**src/rtl/wind_lights_gen_pkg.sv**
```systemverilog
// Shared types and helpers for the wind-indicator light generator.
package wind_lights_pkg;

  typedef enum logic [1:0] {
    MODE_CALM   = 2'b00,
    MODE_RTOL   = 2'b01,
    MODE_LTOR   = 2'b10,
    MODE_BOUNCE = 2'b11
  } mode_t;

  typedef enum logic [2:0] {
    ST_CALM_A,
    ST_CALM_B,
    ST_LTOR,
    ST_RTOL,
    ST_BOUNCE_UP,
    ST_BOUNCE_DN
  } state_t;

  localparam int MAX_LEDS = 32;

  // One-hot at bit n/2 (integer division); the caller truncates to its width.
  function automatic logic [MAX_LEDS-1:0] center_mask(input int n);
    return MAX_LEDS'(1) << (n / 2);
  endfunction

endpackage

```
**src/rtl/wind_lights_gen_if.sv**
```systemverilog
// Control/observation bundle between the switch logic, the generator and the LED register.
interface wind_lights_gen_if #(
  parameter int N_LEDS = 8,
  parameter int DIV_W  = 8
);
  logic              enable;
  logic [1:0]        mode;
  logic [DIV_W-1:0]  step_div;
  logic [N_LEDS-1:0] leds;
  logic              step_pulse;

  modport master (output enable, mode, step_div, input leds, step_pulse);
  modport slave  (input enable, mode, step_div, output leds, step_pulse);
endinterface

```
**src/rtl/wind_lights_gen_prescaler.sv**
```systemverilog
// Step-rate divider: one tick every step_div+1 enabled cycles.
// The >= compare makes a lowered step_div take effect on the very next cycle.
module wind_step_prescaler #(
  parameter int DIV_W = 8
) (
  input  logic             clk,
  input  logic             reset,
  input  logic             enable,
  input  logic [DIV_W-1:0] step_div,
  output logic             tick
);
  logic [DIV_W-1:0] cnt;

  assign tick = enable && (cnt >= step_div);

  // Count enabled cycles, restart on tick, freeze while disabled.
  always_ff @(posedge clk) begin
    if (reset)       cnt <= '0;
    else if (tick)   cnt <= '0;
    else if (enable) cnt <= cnt + 1'b1;
  end
endmodule

```
**src/rtl/wind_lights_gen.sv**
```systemverilog
// Wind-indicator LED pattern generator: calm blink, sweeps and mode 11.
// Build option: WIND_LIGHTS_BOUNCE_EN makes mode 11 a bounce sweep;
// without it mode 11 holds the current pattern (prescaler keeps running).
//
// state        | meaning
// ST_CALM_A    | leds = centre light only
// ST_CALM_B    | leds = all but centre light
// ST_LTOR      | single light moving left to right (pos decrements)
// ST_RTOL      | single light moving right to left (pos increments)
// ST_BOUNCE_UP | bounce, light moving left (pos increments)
// ST_BOUNCE_DN | bounce, light moving right (pos decrements)
module wind_lights_gen
  import wind_lights_pkg::*;
#(
  parameter int N_LEDS = 8,
  parameter int DIV_W  = 8
) (
  input  logic             clk,
  input  logic             reset,
  wind_lights_gen_if.slave bus
);
  localparam int PW = $clog2(N_LEDS);
  localparam logic [PW-1:0]     POS_MAX    = PW'(N_LEDS - 1);
  localparam logic [N_LEDS-1:0] CENTER     = N_LEDS'(center_mask(N_LEDS));
`ifdef WIND_LIGHTS_BOUNCE_EN
  localparam logic [PW-1:0]     POS_MAX_M1 = PW'(N_LEDS - 2);
`endif

  logic              tick;
  state_t            state_q, state_d;
  logic [PW-1:0]     pos_q, pos_d;
  logic [N_LEDS-1:0] leds_q, leds_d;
  logic              step_pulse_q;

  function automatic logic [N_LEDS-1:0] onehot(input logic [PW-1:0] p);
    return N_LEDS'(1) << p;
  endfunction

  wind_step_prescaler #(.DIV_W(DIV_W)) u_prescaler (
    .clk      (clk),
    .reset    (reset),
    .enable   (bus.enable),
    .step_div (bus.step_div),
    .tick     (tick)
  );

  // Next state, position and LED pattern; everything holds unless tick.
  always_comb begin
    state_d = state_q;
    pos_d   = pos_q;
    leds_d  = leds_q;
    if (tick) begin
      case (mode_t'(bus.mode))
        MODE_CALM: begin
          if (state_q == ST_CALM_A) begin
            state_d = ST_CALM_B;
            leds_d  = ~CENTER;
          end else begin
            state_d = ST_CALM_A;
            leds_d  = CENTER;
          end
        end
        MODE_LTOR: begin
          state_d = ST_LTOR;
          if (state_q != ST_LTOR || pos_q == '0) pos_d = POS_MAX;
          else                                   pos_d = pos_q - 1'b1;
          leds_d = onehot(pos_d);
        end
        MODE_RTOL: begin
          state_d = ST_RTOL;
          if (state_q != ST_RTOL || pos_q == POS_MAX) pos_d = '0;
          else                                        pos_d = pos_q + 1'b1;
          leds_d = onehot(pos_d);
        end
        MODE_BOUNCE: begin
`ifdef WIND_LIGHTS_BOUNCE_EN
          // End lights are shown once per pass: turn around one step early.
          case (state_q)
            ST_BOUNCE_UP: begin
              if (pos_q == POS_MAX) begin
                state_d = ST_BOUNCE_DN;
                pos_d   = POS_MAX_M1;
              end else begin
                pos_d = pos_q + 1'b1;
              end
            end
            ST_BOUNCE_DN: begin
              if (pos_q == '0) begin
                state_d = ST_BOUNCE_UP;
                pos_d   = PW'(1);
              end else begin
                pos_d = pos_q - 1'b1;
              end
            end
            default: begin
              state_d = ST_BOUNCE_UP;
              pos_d   = '0;
            end
          endcase
          leds_d = onehot(pos_d);
`endif
        end
        default: begin
        end
      endcase
    end
  end

  // State, LED and step-pulse registers; reset wins over everything.
  always_ff @(posedge clk) begin
    if (reset) begin
      state_q      <= ST_CALM_A;
      pos_q        <= '0;
      leds_q       <= CENTER;
      step_pulse_q <= 1'b0;
    end else begin
      state_q      <= state_d;
      pos_q        <= pos_d;
      leds_q       <= leds_d;
      step_pulse_q <= tick;
    end
  end

  assign bus.leds       = leds_q;
  assign bus.step_pulse = step_pulse_q;

endmodule

```
**src/flat_wrapper.sv**
```systemverilog
// flat-port wrapper written by rule: the top's interface ports become plain ports
module wind_lights_gen_flat import wind_lights_pkg::*;
#(
  parameter int N_LEDS = 8,
  parameter int DIV_W  = 8
)
  (clk, reset, bus_enable, bus_mode, bus_step_div, bus_leds, bus_step_pulse);
  wind_lights_gen_if #(.N_LEDS(N_LEDS), .DIV_W(DIV_W)) bus_i ();
  input  logic clk;
  input  logic reset;
  input wire logic [$bits(bus_i.enable)-1:0] bus_enable;
  input wire logic [$bits(bus_i.mode)-1:0] bus_mode;
  input wire logic [$bits(bus_i.step_div)-1:0] bus_step_div;
  output wire logic [$bits(bus_i.leds)-1:0] bus_leds;
  output wire logic [$bits(bus_i.step_pulse)-1:0] bus_step_pulse;
  assign bus_i.enable = bus_enable;
  assign bus_i.mode = bus_mode;
  assign bus_i.step_div = bus_step_div;
  assign bus_leds = bus_i.leds;
  assign bus_step_pulse = bus_i.step_pulse;
  wind_lights_gen #(.N_LEDS(N_LEDS), .DIV_W(DIV_W)) u_core (.clk(clk), .reset(reset), .bus(bus_i));
endmodule
```
**config.mk**
```make
export PLATFORM = sky130hd
export DESIGN_NAME = wind_lights_gen_flat
export DESIGN_NICKNAME = d
export VERILOG_FILES = /design/src/rtl/wind_lights_gen_pkg.sv /design/src/rtl/wind_lights_gen_if.sv /design/src/rtl/wind_lights_gen_prescaler.sv /design/src/rtl/wind_lights_gen.sv /design/src/flat_wrapper.sv
export SDC_FILE = /design/constraint.sdc
export NUM_CORES = 1
export LEC_CHECK = 0
export CELL_PAD_IN_SITES_DETAIL_PLACEMENT = 0
export CELL_PAD_IN_SITES_GLOBAL_PLACEMENT = 1
export CORE_MARGIN = 10
export CORE_UTILIZATION = 42
export DETAILED_ROUTE_END_ITERATION = 12
export HOLD_SLACK_MARGIN = 0.08
export PLACE_DENSITY_LB_ADDON = 0.05
export SLEW_MARGIN = 0
export SYNTH_ARGS = -nofsm -noshare
export SYNTH_HDL_FRONTEND = slang
export SYNTH_SLANG_ARGS = --single-unit
```
**constraint.sdc**
```tcl
create_clock -name clk -period 5.5 [get_ports clk]
set_clock_uncertainty 0.1 [all_clocks]
set_input_delay 0.55 -clock clk [delete_from_list [all_inputs] [get_ports clk]]
set_output_delay 0.55 -clock clk [all_outputs]
set_load 0.01 [all_outputs]
```
==> results of run 1 <==
## kinds of logic after synthesis
group / synth area share [%]
AOI/OAI and AO/OA: 23.1
xor gates and xnor gates: 4.35
adders and majority gates: 13.3
buffers and inverters: 7.19
DFF: 31.3
muxes: 0.711
and+or+nand+nor: 20.1
## power by group
part           switching [uW]  internal [uW]
clock network            49.8           73.6
logic                    24.3           22.9
registers                2.06            161
total                    76.2            258
## final cells by class
class / count / share of cell area (%)
Inverter: 13 / 2.91
Clock buffer: 3 / 1.35
Clock inverter: 1 / 1.79
Tap cell: 44 / 3.29
Multi-Input combinational cell: 127 / 51.8
Sequential cell: 22 / 26.3
Timing Repair Buffer: 21 / 12.6
## routing by layer
layer	up-vias	track usage [%]	wire length [um]
met5	-	0	0
met4	0	3.23	31
li1	639	-	-
met1	583	11.6	1380
met2	16	19.5	1680
met3	4	2.42	110
## registers in the layout, summed over array words and instances (netlist names)
name / flops
u_core.state_q: 2
u_core.u_prescaler.cnt: 8
u_core.bus.leds: 8
u_core.bus.step_pulse: 1
u_core.pos_q: 3
## path summary, 6_finish.rpt
path                                   start                               to  slack, ns  cells past startpoint
min reg2reg  u_core.bus.leds[4]$_SDFFE_PP1P_  u_core.bus.leds[4]$_SDFFE_PP1P_       0.39                      1
min          u_core.bus.leds[4]$_SDFFE_PP1P_  u_core.bus.leds[4]$_SDFFE_PP1P_       0.39                      1
max                          bus_step_div[3]  u_core.bus.leds[2]$_SDFFE_PP0P_       2.88                      8
max reg2reg     u_core.pos_q[0]$_SDFFE_PP0P_  u_core.bus.leds[2]$_SDFFE_PP0P_       3.17                      6
## stage by stage
stage | power, uW | hold slack, ns | setup WS, ns | util (%) | area, um^2
2_1_floorplan | 199 | 0.366 | 3.32 | - | 1410
3_3_place_gp | 213 | 0.352 | 2.61 | 51.8 | 1620
3_5_place_dp | 214 | 0.354 | 2.56 | 51.8 | 1620
4_1_cts | 338 | 0.390 | 2.91 | 53.5 | 1670
5_1_grt | 353 | 0.414 | 2.73 | 53.5 | 1670
6_report | 334 | 0.388 | 2.88 | 53.5 | 1670
## placed cells by master, fill, tap and decap left out, drive strengths merged
master,Yosys,layout
nand2b,5,5
a211o,2,2
nand2,19,19
and2,2,2
inv,13,13
nor4,2,2
or4,2,2
clkbuf,2,3
ha,15,15
nor3,1,1
mux2i,1,1
a311oi,8,8
o21ai,7,7
or3,2,2
a21oi,19,19
clkdlybuf4s50,0,21
nand4,2,2
nor2,13,13
bufinv,0,1
xnor2,3,3
o211ai,1,1
nand3,4,4
o21a,5,5
dfxtp,22,22
a2111oi,2,2
nor2b,4,4
and3b,1,1
a21o,1,1
xor2,4,4
a211oi,2,2
==> flow_summary.html, run 1 <==
<table>
<tr><th>Metric</th><th>Value</th></tr>
<tr><th colspan="2">Run status</th></tr>
<tr><td>Outcome</td><td>complete, no violations</td></tr>
<tr><th colspan="2">Synthesis</th></tr>
<tr><td>Warnings from Yosys</td><td>0</td></tr>
<tr><td>Ys async rst share</td><td>0%</td></tr>
<tr><td>Number of nets produced by synthesis</td><td>198</td></tr>
<tr><td>Post-synth EDFFs</td><td>0</td></tr>
<tr><td>Most common cell in the netlist</td><td>dfxtp_1</td></tr>
<tr><td>Sequential share of the synthesized area</td><td>a little under a third</td></tr>
<tr><td>Library cell with the largest summed area after synthesis</td><td>dfxtp_1</td></tr>
<tr><td>Top cells by count, synth</td><td>dfxtp_1 (22), a21oi_1 (19), nand2_1 (19), ha_1 (15)</td></tr>
<tr><td>Dominant cells by area after synthesis</td><td>dfxtp_1 (31%), ha_1 (13%), a21oi_1 (6.7%)</td></tr>
<tr><td>Top-area cell type share of the netlist area</td><td>31.3%</td></tr>
<tr><td>Distinct cell type count after synthesis</td><td>36</td></tr>
<tr><td>Post-synthesis area per instance</td><td>8.29 um^2</td></tr>
<tr><td>Post-synthesis sequential element count</td><td>22</td></tr>
<tr><td>Most instantiated flip-flop cell in the synthesis netlist</td><td>dfxtp_1</td></tr>
<tr><td>Netlist area before placement</td><td>1410 um^2</td></tr>
<tr><td>Post-synthesis cell count</td><td>170</td></tr>
<tr><th colspan="2">STA</th></tr>
<tr><td>Max-slew violation count</td><td>0</td></tr>
<tr><td>Aggregate negative setup slack</td><td>0 ns</td></tr>
<tr><td>Headroom to the max-slew limit</td><td>between 50% and 60%</td></tr>
<tr><td>Unrepaired setup endpoints after global routing</td><td>no</td></tr>
<tr><td>Actual transition at the worst max-transition pin</td><td>0.719 ns</td></tr>
<tr><td>Final critical delay including setup and external delays</td><td>about 2.6 ns</td></tr>
<tr><td>Number of hold violations in the final report</td><td>0</td></tr>
<tr><td>Setup violation total in the final timing report</td><td>0</td></tr>
<tr><td>Peak Freq</td><td>between 300 and 400 MHz</td></tr>
<tr><td>Crit share post-route</td><td>47.7%</td></tr>
<tr><th colspan="2">Floorplanning</th></tr>
<tr><td>Number of placement rows</td><td>20</td></tr>
<tr><td>CORE AREA</td><td>3130 um^2</td></tr>
<tr><td>Top-Level Pins</td><td>22</td></tr>
<tr><td>Die span in y</td><td>just under 80 um</td></tr>
<tr><td>Effective utilization at floorplan</td><td>45.0%</td></tr>
<tr><td>Die Footprint</td><td>between 6000 and 7000 um^2</td></tr>
<tr><td>Die W</td><td>just under 80 um</td></tr>
<tr><th colspan="2">Global routing</th></tr>
<tr><td>Global routing usage summed across all routing layers</td><td>10.5%</td></tr>
<tr><td>Initial antenna violation count</td><td>0</td></tr>
<tr><td>First-pass GRT wire length</td><td>approximately 5400 um</td></tr>
<tr><td>Global route total overflow</td><td>0</td></tr>
<tr><td>Largest net degree at the start of global routing</td><td>16</td></tr>
<tr><td>Via count of the first global-routing pass</td><td>between 1000 and 1500</td></tr>
<tr><th colspan="2">Setup path</th></tr>
<tr><td>Crit path buffers/inverters</td><td>2</td></tr>
<tr><td>Worst-path cell chain</td><td>clkdlybuf4s50_1 &gt; inv_1 &gt; ha_1 &gt; o21ai_1 &gt; a211o_1 &gt; o21ai_2 &gt; and2_1 &gt; a311oi_1</td></tr>
<tr><td>Setup crit start kind</td><td>primary input</td></tr>
<tr><td>Peak fanout along the critical path</td><td>15</td></tr>
<tr><td>Worst endpoint required time</td><td>roughly 5.6 ns</td></tr>
<tr><td>Data arrival, critical path</td><td>roughly 2.7 ns</td></tr>
<tr><td>Delay-heaviest family, CP</td><td>compound AO/OA/AOI/OAI gates</td></tr>
<tr><td>Largest incremental delay on the critical path</td><td>approximately 0.47 ns</td></tr>
<tr><td>Cell with the largest stage delay on the worst path</td><td>o21ai_2</td></tr>
<tr><td>Setup Crit Path Kind</td><td>in -&gt; reg</td></tr>
<tr><td>Critical path endpoint category</td><td>register</td></tr>
<tr><th colspan="2">Routing</th></tr>
<tr><td>Number of iterations in the first detailed-routing pass</td><td>4</td></tr>
<tr><td>1st-iter DRT viols</td><td>30</td></tr>
<tr><td>Remaining DRCs</td><td>0</td></tr>
<tr><td>Via Count</td><td>approximately 1200</td></tr>
<tr><td>Via count normalized by instance count</td><td>about 5.4</td></tr>
<tr><td>Wirelength per Cell</td><td>about 14 um</td></tr>
<tr><td>Remaining antenna violation count after routing</td><td>0</td></tr>
<tr><td>Final Routed Wirelength</td><td>~3200 um</td></tr>
<tr><th colspan="2">Placement</th></tr>
<tr><td>Port Buffer Count</td><td>21</td></tr>
<tr><td>Cell total after placement</td><td>between 200 and 250</td></tr>
<tr><td>Final weighted congestion of routability-driven global placement</td><td>approximately 0.83</td></tr>
<tr><td>Estimated wirelength of the detail-placed design</td><td>2580 um</td></tr>
<tr><th colspan="2">Power</th></tr>
<tr><td>Ratio of total power to cell area</td><td>about 200 nW/um^2</td></tr>
<tr><td>Leak pwr</td><td>0.000621 uW</td></tr>
<tr><td>Peak supply drop</td><td>0.103 mV</td></tr>
<tr><th colspan="2">Clock tree</th></tr>
<tr><td>Number of instances resized during post-cts repair</td><td>0</td></tr>
<tr><td>Number of buffers created by CTS</td><td>3</td></tr>
<tr><td>Hold Buf Count CTS</td><td>0</td></tr>
<tr><td>H-tree depth</td><td>1</td></tr>
<tr><td>TritonCTS clock tree</td><td>done</td></tr>
<tr><td>CTS root buf</td><td>clkbuf_4</td></tr>
<tr><td>Number of buffers between clock root and the deepest sink</td><td>2</td></tr>
<tr><td>Count of clock tree sinks</td><td>22</td></tr>
<tr><td>Clock slew at the register clock pins of the worst setup and hold paths</td><td>around 0.13 ns</td></tr>
<tr><td>Worst skew pair latency</td><td>approximately 0.31 ns</td></tr>
<tr><td>Setup fix buffers added after clock tree synthesis</td><td>0</td></tr>
<tr><th colspan="2">Finish</th></tr>
<tr><td>Count of fill cells added during filler insertion</td><td>313</td></tr>
<tr><td>Multi-input gate area</td><td>~870 um^2</td></tr>
<tr><td>Filler-free cell count of the finished design</td><td>around 230</td></tr>
<tr><td>Post-synthesis to final-layout area growth</td><td>18.8%</td></tr>
<tr><td>Total area of sequential cells</td><td>between 400 and 500 um^2</td></tr>
<tr><td>Number of diodes</td><td>0</td></tr>
<tr><td>Number of nets at the end of the flow</td><td>approximately 220</td></tr>
<tr><td>Fraction of layout instances using a drive strength above 1</td><td>3.74%</td></tr>
<tr><th colspan="2">Worst hold path</th></tr>
<tr><td>Hold Crit Class</td><td>reg -&gt; reg</td></tr>
<tr><th colspan="2">Run</th></tr>
<tr><td>Max-cap violations</td><td>0</td></tr>
</table>
(Power assumes the default switching activity.)
==> inputs of run 2 (changes only) <==
CORE_UTILIZATION = 39   (was 42)
clock period = 2.5 ns   (was 5.5 ns; I/O delays follow)
==> flow_summary.html, run 2 (same netlist as run 1, synthesis figures left out) <==
<table>
<tr><th>Metric</th><th>Value</th></tr>
<tr><th colspan="2">Routing</th></tr>
<tr><td>1st-iter DRT viols</td><td>33 (was 30)</td></tr>
<tr><td>Via count normalized by instance count</td><td>5.27 (was 5.38)</td></tr>
<tr><td>Remaining antenna violation count after routing</td><td>0 (unchanged)</td></tr>
<tr><td>Number of iterations in the first detailed-routing pass</td><td>4 (unchanged)</td></tr>
<tr><td>Via Count</td><td>1255 (was 1242)</td></tr>
<tr><td>Remaining DRCs</td><td>0 (unchanged)</td></tr>
<tr><td>Wirelength per Cell</td><td>13.2 um (was 13.8 um)</td></tr>
<tr><td>Final Routed Wirelength</td><td>3150 um (was 3200 um)</td></tr>
<tr><th colspan="2">STA</th></tr>
<tr><td>Crit share post-route</td><td>89.5%</td></tr>
<tr><td>Setup violation total in the final timing report</td><td>0 (unchanged)</td></tr>
<tr><td>Headroom to the max-slew limit</td><td>64.6% (was 52.0%)</td></tr>
<tr><td>Max-slew violation count</td><td>0 (unchanged)</td></tr>
<tr><td>Unrepaired setup endpoints after global routing</td><td>no (unchanged)</td></tr>
<tr><td>Aggregate negative setup slack</td><td>0 ns (unchanged)</td></tr>
<tr><td>Actual transition at the worst max-transition pin</td><td>0.530 ns (was 0.719 ns)</td></tr>
<tr><td>Final critical delay including setup and external delays</td><td>2.24 ns</td></tr>
<tr><td>Number of hold violations in the final report</td><td>0 (unchanged)</td></tr>
<tr><td>Peak Freq</td><td>around 450 MHz</td></tr>
<tr><th colspan="2">Global routing</th></tr>
<tr><td>Via count of the first global-routing pass</td><td>1202 (was 1184)</td></tr>
<tr><td>Largest net degree at the start of global routing</td><td>16 (unchanged)</td></tr>
<tr><td>Global routing usage summed across all routing layers</td><td>10.3% (was 10.5%)</td></tr>
<tr><td>First-pass GRT wire length</td><td>5420 um (was 5400 um)</td></tr>
<tr><td>Global route total overflow</td><td>0 (unchanged)</td></tr>
<tr><td>Initial antenna violation count</td><td>0 (unchanged)</td></tr>
<tr><th colspan="2">Clock tree</th></tr>
<tr><td>Number of buffers between clock root and the deepest sink</td><td>2 (unchanged)</td></tr>
<tr><td>Hold Buf Count CTS</td><td>0 (unchanged)</td></tr>
<tr><td>CTS root buf</td><td>clkbuf_4 (unchanged)</td></tr>
<tr><td>Clock slew at the register clock pins of the worst setup and hold paths</td><td>0.13 ns (about the same)</td></tr>
<tr><td>H-tree depth</td><td>1 (unchanged)</td></tr>
<tr><td>Number of buffers created by CTS</td><td>3 (unchanged)</td></tr>
<tr><td>TritonCTS clock tree</td><td>done (unchanged)</td></tr>
<tr><td>Worst skew pair latency</td><td>0.32 ns (was 0.31 ns)</td></tr>
<tr><td>Count of clock tree sinks</td><td>22 (unchanged)</td></tr>
<tr><th colspan="2">Placement</th></tr>
<tr><td>Final weighted congestion of routability-driven global placement</td><td>0.795 (was 0.829)</td></tr>
<tr><td>Port Buffer Count</td><td>21 (unchanged)</td></tr>
<tr><td>Estimated wirelength of the detail-placed design</td><td>2570 um (was 2580 um)</td></tr>
<tr><th colspan="2">Setup path</th></tr>
<tr><td>RR Endpoint</td><td>u_core.bus.leds[4]$_SDFFE_PP1P_ (was u_core.bus.leds[2]$_SDFFE_PP0P_)</td></tr>
<tr><td>Delay-heaviest family, CP</td><td>compound AO/OA/AOI/OAI gates (unchanged)</td></tr>
<tr><td>Crit path buffers/inverters</td><td>0 (was 2)</td></tr>
<tr><td>Setup crit start kind</td><td>register (was primary input)</td></tr>
<tr><td>Cell with the largest stage delay on the worst path</td><td>a2111oi_0 (was o21ai_2)</td></tr>
<tr><td>Number of logic stages on the critical path including buffering</td><td>7 (was 8)</td></tr>
<tr><td>Data arrival, critical path</td><td>2.36 ns (was 2.71 ns)</td></tr>
<tr><td>Critical path capture point</td><td>u_core.bus.leds[4]$_SDFFE_PP1P_ (was u_core.bus.leds[2]$_SDFFE_PP0P_)</td></tr>
<tr><td>Setup Crit Path Kind</td><td>reg -&gt; reg (was in -&gt; reg)</td></tr>
<tr><td>Register-to-register setup slack</td><td>0.26 ns (was 3.17 ns)</td></tr>
<tr><td>Peak fanout along the critical path</td><td>8 (was 15)</td></tr>
<tr><td>Launch point of the worst reg-to-reg path</td><td>u_core.pos_q[0]$_SDFFE_PP0P_ (unchanged)</td></tr>
<tr><td>Critical path endpoint category</td><td>register (unchanged)</td></tr>
<tr><td>Largest incremental delay on the critical path</td><td>0.46 ns (was 0.47 ns)</td></tr>
<tr><td>Worst endpoint required time</td><td>2.63 ns (was 5.59 ns)</td></tr>
<tr><td>Worst-path cell chain</td><td>ha_1 &gt; ha_1 &gt; and3b_1 &gt; nor2_1 &gt; a2111oi_0 &gt; nor4_1 &gt; a211o_1 (was clkdlybuf4s50_1 &gt; inv_1 &gt; ha_1 &gt; o21ai_1 &gt; a211o_1 &gt; o21ai_2 &gt; and2_1 &gt; a311oi_1)</td></tr>
<tr><td>Worst setup path start</td><td>u_core.pos_q[0]$_SDFFE_PP0P_ (was bus_step_div[3])</td></tr>
<tr><td>Cell mode on critical path</td><td>ha_1</td></tr>
<tr><td>Cell depth of the worst flop-to-flop path</td><td>7 (was 6)</td></tr>
<tr><th colspan="2">Floorplanning</th></tr>
<tr><td>Effective utilization at floorplan</td><td>41.2% (was 45.0%)</td></tr>
<tr><td>Number of placement rows</td><td>21 (was 20)</td></tr>
<tr><td>CORE AREA</td><td>3420 um^2 (was 3130 um^2)</td></tr>
<tr><td>Die W</td><td>80.1 um (was 77.9 um)</td></tr>
<tr><td>Die Footprint</td><td>6420 um^2 (was 6070 um^2)</td></tr>
<tr><td>Top-Level Pins</td><td>22 (unchanged)</td></tr>
<tr><td>Die span in y</td><td>80.1 um (was 77.9 um)</td></tr>
<tr><th colspan="2">Run status</th></tr>
<tr><td>Outcome</td><td>complete, no violations (unchanged)</td></tr>
<tr><th colspan="2">Finish</th></tr>
<tr><td>Fraction of layout instances using a drive strength above 1</td><td>6.77% (was 3.74%)</td></tr>
<tr><td>Count of fill cells added during filler insertion</td><td>355 (was 313)</td></tr>
<tr><td>Number of diodes</td><td>0 (unchanged)</td></tr>
<tr><td>Final core occ</td><td>50.2% (was 53.5%)</td></tr>
<tr><td>Number of nets at the end of the flow</td><td>221 (was 216)</td></tr>
<tr><td>Highest-count cells in the layout ignoring fill and taps</td><td>clkdlybuf4s50_1 (21), dfxtp_1 (21), nand2_1 (19), a21oi_1 (19), ha_1 (15) (was dfxtp_1 (22), clkdlybuf4s50_1 (21), nand2_1 (19), a21oi_1 (19), ha_1 (15))</td></tr>
<tr><td>Post-synthesis to final-layout area growth</td><td>21.8% (was 18.8%)</td></tr>
<tr><th colspan="2">Power</th></tr>
<tr><td>Switching share of power</td><td>23.3% (was 22.8%)</td></tr>
<tr><td>Portion of total power attributed to the clock network</td><td>37.1% (was 37.0%)</td></tr>
<tr><td>Ratio of total power to cell area</td><td>436 nW/um^2 (was 200 nW/um^2)</td></tr>
<tr><td>Sequential share of power</td><td>48.1% (was 48.9%)</td></tr>
<tr><td>Peak supply drop</td><td>0.240 mV (was 0.103 mV)</td></tr>
<tr><td>Proportion of power drawn by combinational gates</td><td>14.7% (was 14.1%)</td></tr>
<tr><td>Power Internal</td><td>573 uW (was 258 uW)</td></tr>
<tr><td>Leak pwr</td><td>0.000646 uW (was 0.000621 uW)</td></tr>
<tr><td>Sw Pwr</td><td>174 uW (was 76.2 uW)</td></tr>
<tr><th colspan="2">Run</th></tr>
<tr><td>Max-cap violations</td><td>0 (unchanged)</td></tr>
<tr><th colspan="2">Worst hold path</th></tr>
<tr><td>Hold Crit Class</td><td>reg -&gt; reg (unchanged)</td></tr>
</table>
==> run 2: area by class of cell <==
type	instances	area, um^2	area share [%]
clock buffers	3	22.5	1.31
flip-flops and latches	22	442	25.7
repair buffers	26	248	14.4
clock inverters	1	30.0	1.75
well taps	46	57.6	3.36
inverters	13	48.8	2.84
multi-input cells	127	867	50.5
==> run 2: power by group through the flow <==
stage	registers, uW	clock network [uW]	logic [uW]
6_report	360	277	110
5_1_grt	361	298	123
4_1_cts	360	281	111
3_5_place_dp	367	0	110
3_3_place_gp	367	0	108
2_1_floorplan	366	0	71.7
==> run 2: worst register-to-register path, stage by stage, from the launching register on <==
cell and delay [ns]:
dfxtp_2 0.38, ha_1 0.21, ha_1 0.17, and3b_1 0.32, nor2_1 0.10, a2111oi_0 0.46
nor4_1 0.15, a211o_1 0.28
==> run 2: repair_timing <==
item | 4_1_cts | 5_1_grt
resized for setup | 0 | 1
buffers inserted | 0 | 0
hold endpoints to repair | 0 | 0
setup endpoints to repair | 0 | 3
==> run 2: worst min path at each step <==
stage,from,end,cells past startpoint
6_report,u_core.bus.leds[4]$_SDFFE_PP1P_,u_core.bus.leds[4]$_SDFFE_PP1P_,1
5_1_grt,u_core.bus.leds[4]$_SDFFE_PP1P_,u_core.bus.leds[4]$_SDFFE_PP1P_,1
4_1_cts,u_core.bus.leds[4]$_SDFFE_PP1P_,u_core.bus.leds[4]$_SDFFE_PP1P_,1
3_5_place_dp,u_core.bus.leds[4]$_SDFFE_PP1P_,u_core.bus.leds[4]$_SDFFE_PP1P_,1
3_3_place_gp,u_core.bus.leds[4]$_SDFFE_PP1P_,u_core.bus.leds[4]$_SDFFE_PP1P_,1
2_1_floorplan,reset,u_core.bus.leds[2]$_SDFFE_PP0P_,1
==> run 2: routing by layer <==
| metal | part of all wire (%) | global-route usage [%] | routed length [um] | vias up |
|---|---|---|---|---|
| li1 | - | - | - | 647 |
| met1 | 50 | 13.0 | 1580 | 585 |
| met2 | 44 | 16.9 | 1370 | 19 |
| met3 | 5.4 | 3.01 | 170 | 4 |
| met4 | 0.86 | 2.64 | 27 | 0 |
| met5 | 0 | 0 | 0 | - |
==> run 2: through the flow <==
| step | area (um^2) | instances | setup WS, ns | power, uW | hold WS, ns |
|---|---|---|---|---|---|
| 2_1_floorplan | 1410 | 170 | 0.474 | 438 | 0.222 |
| 3_3_place_gp | 1660 | 234 | 0.109 | 475 | 0.345 |
| 3_5_place_dp | 1660 | 234 | 0.0847 | 478 | 0.354 |
| 4_1_cts | 1710 | 238 | 0.165 | 753 | 0.384 |
| 5_1_grt | 1720 | 238 | 0.102 | 783 | 0.399 |
| 6_report | 1720 | 238 | 0.263 | 747 | 0.385 |
